===== src/rtl/instr_stream_encoder_if.sv =====
// instr_stream_encoder_if: field-level instruction request bus between a producer and the encoder
interface instr_stream_encoder_if;
  logic        req_valid;
  logic        req_ready;
  logic [3:0]  cond;
  logic [1:0]  op;
  logic [5:0]  funct;
  logic [3:0]  rn;
  logic [3:0]  rd;
  logic [11:0] src2;
  logic        finish;
  modport master (output req_valid, cond, op, funct, rn, rd, src2, finish, input req_ready);
  modport slave (input req_valid, cond, op, funct, rn, rd, src2, finish, output req_ready);
endinterface


===== src/rtl/instr_stream_encoder.sv =====
// instr_stream_encoder: checks and packs instruction requests into ARM words and loads them into instruction memory
module instr_stream_encoder #(
  parameter int ADDR_W    = 6,
  parameter int BASE_ADDR = 0
) (
  input  logic                 clk,
  input  logic                 reset,
  instr_stream_encoder_if.slave req,
  output logic                 mem_we,
  output logic [ADDR_W-1:0]    mem_addr,
  output logic [31:0]          mem_wdata,
  output logic [ADDR_W:0]      word_count,
  output logic                 err,
  output logic [7:0]           err_count,
  output logic                 full,
  output logic                 cpu_hold
);
  localparam logic [ADDR_W:0]   DEPTH     = (ADDR_W+1)'(1 << ADDR_W);
  localparam logic [ADDR_W-1:0] BASE      = ADDR_W'(BASE_ADDR);
  localparam logic [31:0]       TERM_WORD = 32'hEAFFFFFE;
  typedef enum logic [1:0] {LOAD, TERM, DONE} state_t;
  state_t              state_q, state_d;
  logic                mem_we_q, mem_we_d;
  logic [ADDR_W-1:0]   mem_addr_q, mem_addr_d;
  logic [31:0]         mem_wdata_q, mem_wdata_d;
  logic [ADDR_W:0]     word_count_q, word_count_d;
  logic                err_q, err_d;
  logic [7:0]          err_count_q, err_count_d;
  logic [3:0]          alu_cmd;
  logic                legal, xfer, wr_req, wr_term;
  logic [31:0]         req_word;
  // Legality of the presented request and its packed instruction word
  always_comb begin
    alu_cmd  = req.funct[4:1];
    legal    = req.cond != 4'hF && (
               req.op == 2'b00 ? (alu_cmd inside {4'b0000, 4'b0010, 4'b0100, 4'b1100, 4'b1101} ||
                                  (alu_cmd == 4'b1010 && req.funct[0])) :
               req.op == 2'b01 ? !req.funct[2] :
               req.op == 2'b10 ? req.funct[5:4] == 2'b10 : 1'b0);
    req_word = {req.cond, req.op, req.funct, req.rn, req.rd, req.src2};
  end
  // Next state: finish ends loading, the terminator slot always lasts one cycle
  always_comb state_d = state_q == LOAD ? (req.finish ? TERM : LOAD) : DONE;
  // Handshake, status and registered write-port outputs
  always_comb begin
    full          = word_count_q == DEPTH;
    req.req_ready = state_q == LOAD && !full && !reset;
    cpu_hold      = state_q != DONE;
    mem_we        = mem_we_q;
    mem_addr      = mem_addr_q;
    mem_wdata     = mem_wdata_q;
    word_count    = word_count_q;
    err           = err_q;
    err_count     = err_count_q;
  end
  // Write port and counters; the terminator is only written while capacity remains
  always_comb begin
    xfer         = req.req_valid && req.req_ready;
    wr_req       = xfer && legal;
    wr_term      = state_q == TERM && !full;
    mem_we_d     = wr_req || wr_term;
    mem_addr_d   = mem_we_d ? BASE + word_count_q[ADDR_W-1:0] : mem_addr_q;
    mem_wdata_d  = wr_term ? TERM_WORD : wr_req ? req_word : mem_wdata_q;
    word_count_d = word_count_q + (ADDR_W+1)'(mem_we_d);
    err_d        = xfer && !legal;
    err_count_d  = err_count_q + 8'(err_d && err_count_q != 8'hFF);
  end
  // State register
  always_ff @(posedge clk)
    if (reset) state_q <= LOAD;
    else state_q <= state_d;
  // Datapath registers; reset drops any pending write
  always_ff @(posedge clk)
    if (reset) begin
      mem_we_q     <= 1'b0;
      mem_addr_q   <= BASE;
      mem_wdata_q  <= '0;
      word_count_q <= '0;
      err_q        <= 1'b0;
      err_count_q  <= '0;
    end else begin
      mem_we_q     <= mem_we_d;
      mem_addr_q   <= mem_addr_d;
      mem_wdata_q  <= mem_wdata_d;
      word_count_q <= word_count_d;
      err_q        <= err_d;
      err_count_q  <= err_count_d;
    end
endmodule


===== src/flat_wrapper.sv =====
// flat-port wrapper written by rule: the top's interface ports become plain ports
module instr_stream_encoder_flat 
#(
  parameter int ADDR_W    = 6,
  parameter int BASE_ADDR = 0
)
  (clk, reset, mem_we, mem_addr, mem_wdata, word_count, err, err_count, full, cpu_hold, req_req_valid, req_cond, req_op, req_funct, req_rn, req_rd, req_src2, req_finish, req_req_ready);
  instr_stream_encoder_if req_i ();
  input  logic clk;
  input  logic reset;
  output logic mem_we;
  output logic [ADDR_W-1:0] mem_addr;
  output logic [31:0] mem_wdata;
  output logic [ADDR_W:0] word_count;
  output logic err;
  output logic [7:0] err_count;
  output logic full;
  output logic cpu_hold;
  input wire logic [$bits(req_i.req_valid)-1:0] req_req_valid;
  input wire logic [$bits(req_i.cond)-1:0] req_cond;
  input wire logic [$bits(req_i.op)-1:0] req_op;
  input wire logic [$bits(req_i.funct)-1:0] req_funct;
  input wire logic [$bits(req_i.rn)-1:0] req_rn;
  input wire logic [$bits(req_i.rd)-1:0] req_rd;
  input wire logic [$bits(req_i.src2)-1:0] req_src2;
  input wire logic [$bits(req_i.finish)-1:0] req_finish;
  output wire logic [$bits(req_i.req_ready)-1:0] req_req_ready;
  assign req_i.req_valid = req_req_valid;
  assign req_i.cond = req_cond;
  assign req_i.op = req_op;
  assign req_i.funct = req_funct;
  assign req_i.rn = req_rn;
  assign req_i.rd = req_rd;
  assign req_i.src2 = req_src2;
  assign req_i.finish = req_finish;
  assign req_req_ready = req_i.req_ready;
  instr_stream_encoder #(.ADDR_W(ADDR_W), .BASE_ADDR(BASE_ADDR)) u_core (.clk(clk), .reset(reset), .req(req_i), .mem_we(mem_we), .mem_addr(mem_addr), .mem_wdata(mem_wdata), .word_count(word_count), .err(err), .err_count(err_count), .full(full), .cpu_hold(cpu_hold));
endmodule

===== config.mk =====
export PLATFORM = sky130hd
export DESIGN_NAME = instr_stream_encoder_flat
export DESIGN_NICKNAME = d
export VERILOG_FILES = /design/src/rtl/instr_stream_encoder_if.sv /design/src/rtl/instr_stream_encoder.sv /design/src/flat_wrapper.sv
export SDC_FILE = /design/constraint.sdc
export NUM_CORES = 1
export LEC_CHECK = 0
export ABC_CLOCK_PERIOD_IN_PS = 2500
export BUFFER_PORTS_ARGS = -buffer_cell sky130_fd_sc_hd__buf_2
export CORE_UTILIZATION = 40
export CTS_CLUSTER_SIZE = 10
export DETAILED_ROUTE_END_ITERATION = 8
export PLACE_DENSITY = 0.68
export SLEW_MARGIN = 20
export SYNTH_ARGS = -nofsm -noshare
export SYNTH_HDL_FRONTEND = slang
export SYNTH_SLANG_ARGS = --single-unit
export TNS_END_PERCENT = 5

===== constraint.sdc =====
create_clock -name clk -period 2.5 [get_ports clk]
set_input_delay 0.5 -clock clk [delete_from_list [all_inputs] [get_ports clk]]
set_output_delay 0.5 -clock clk [all_outputs]
set_load 0.1 [all_outputs]

==> flow_summary.ini <==
[outcome]
status = complete, no violations

[clocking]
max-clock-path-buffers = 2
clock_latency_ps = 320
cts_max_level = 3
cts_buffers = 9
cts_setup_buffers = 0
cts_root_buf = clkbuf_8
cts_tree = yes
clk_pin_slew_worst_paths_ps = 60
clock-sinks = 57

[timing]
skew_ps = 9.12
finalHoldViolations = 0
slew_headroom_pct = 58.3
drv_slew = 0
finalSetupTns_ps = 0
grt_setup_unrepaired = no
setup_viol = 0
fmax_mhz = 429
finalHoldWorstSlack_ps = 405
worst_pin_slew_ps = 625
fin_crit_sh_pct = 93.2
period_minus_slack_ps = 2330

[yosys]
synth_area_per_cell_um2 = 9.32
ys_top_cells_by_area = dfxtp_1, nor2_1, a211oi_1, a211oi_2, mux2i_1
yosysMostFrequentCell = nor2_1
synth_top_area_share_pct = 48.8
synth_edf_count = 0
synth_nets = 291
synth_cells = 251
synthTopCellsByCount = nor2_1, dfxtp_1, a211oi_1
synth_cell_types = 36
ys_async_sr_fraction_pct = 0
synth_area_um2 = 2340
ys_seq_area_share_pct = 48.8
ys.flop_type = dfxtp_1
synth_top_area_cell = dfxtp_1
yosysWarnings = 0
ys_ff_latch = 57

[global_routing]
grt-ovfl-total = 0
grt_pass1_vias = 1868
grt_pass1_wl_um = 8480
track_usage_pct = 17.8
grt_max_degree = 56
antenna_found_initial = 0

[cells_and_area]
area_growth_pct = 32.2
utilization_pct = 55.5
fill_cells = 546
diodes = 0
final_nets = 387
drive_gt1_share_pct = 39.8

[floorplan]
start_util_pct = 42.0
dieHeight_um = 78.5
die_w_um = 78.5
coreArea_um2 = 5570
die_area_um2 = 6160
row_count = 27
pin_count = 94

[setup_path]
crit_path_start_kind = register
critPathRequiredTime_ps = 2000
end_kind = output port
worstPathMaxFanout = 6
critPathKind = register to output port
arrival_ps = 1830

[worst_hold_path]
hold_path_class = primary input to register

[placed_design]
globalplace.congestion = 0.705
place_hpwl_um = 3510
port_buffers = 93

[pwr]
power.total_mw = 2.40
power_density_nw_per_um2 = 777
peakVddDrop_mv = 0.357
p_leak_nw = 1.48

[detailed_routing]
wire_per_inst_um = 12.1
final_antenna_net_count = 0
vias = 2042
drt_wl_total_um = 5140
drcViolationCount = 0
dr.pass1.iters = 4
drtIter0Drc = 128
vias_per_cell = 4.82

[run]
maxCapViolCount = 0
-- worst max-delay path, stage by stage, from the launching register on --
cell and delay (ps):
dfxtp_2 360, nor4b_2 510, and2_2 290, clkbuf_4 340
-- registers in the layout (all words and copies together), names as in the netlist --
register,count
u_core.mem_wdata,32
u_core.mem_addr,6
u_core.state_q,2
u_core.word_count,7
u_core.err_count,8
u_core.mem_we,1
u_core.err,1
-- where the power goes --
part           internal [mW]  switching (mW)  leakage [nW]
clock network          0.409           0.335        0.0932
logic                  0.136           0.532         0.913
registers              0.964          0.0281         0.469
total                   1.51           0.894          1.48
-- worst paths after layout --
check,startpoint,endpoint,slack (ps),cells past startpoint
worst max-delay path,u_core.word_count[3],full,170,3
worst min-delay path,req_finish,u_core.state_q[0],400,3
worst max register to register,u_core.state_q[1],u_core.err_count[5],270,8
worst min register to register,u_core.mem_addr[5],u_core.mem_addr[5],500,2
-- cell usage in the layout, fill, tap and decap left out, types with 5 or more instances in the layout --
cell / n
nand2_1: 5
buf_4: 7
nor3_1: 5
a211oi_2: 10
xor2_1: 5
dfxtp_1: 50
nor2_1: 77
mux2i_1: 10
buf_2: 91
nand3_1: 6
a211oi_1: 18
dfxtp_2: 6
clkbuf_8: 11
-- repair_timing --
item                                    CTS  global route
hold buffers                              0             0
endpoints found under the setup margin    0             1
gates resized for setup                   0             1
-- routing by layer --
| metal | track usage, % | share of wire (%) | vias up |
|---|---|---|---|
| li1 | - | - | 1049 |
| met1 | 21.8 | 47 | 917 |
| met2 | 27.5 | 44 | 70 |
| met3 | 6.05 | 7.5 | 6 |
| met4 | 9.44 | 1.0 | 0 |
| met5 | 0 | 0 | - |
-- logic make-up (layout without fill, tap and decap cells) --
group                      count (synthesis)  after routing  share of synthesized area [%]
and+or+nand+nor                          114            114                           22.2
DFF                                       57             57                           48.8
AOI/OAI and AO/OA                         39             39                           15.9
buffers and inverters                     18            119                           3.32
muxes                                     10             10                           4.28
xor gates and xnor gates                   9              9                           3.37
adders and majority gates                  4              4                           2.14
-- through the flow --
step / cells / area, um2 / setup slack, ps
3_5_place_dp: 408 / 2920 / 30.0
5_1_grt: 424 / 3090 / 59.3
3_3_place_gp: 408 / 2920 / 84.8
4_1_cts: 424 / 3090 / 50.5
6_report: 424 / 3090 / 170
2_1_floorplan: 251 / 2360 / 28.7
-- final cells by class --
cell class / instances / area [um2] / share of cell area [%]
Clock inverter: 3 / 15.0 / 0.486
Clock buffer: 13 / 159 / 5.14
Timing Repair Buffer: 100 / 536 / 17.3
Inverter: 3 / 11.3 / 0.364
Tap cell: 72 / 90.1 / 2.91
Sequential cell: 57 / 1150 / 37.3
Multi-Input combinational cell: 176 / 1130 / 36.5
No activity file was read; power rests on OpenSTA's default activity.
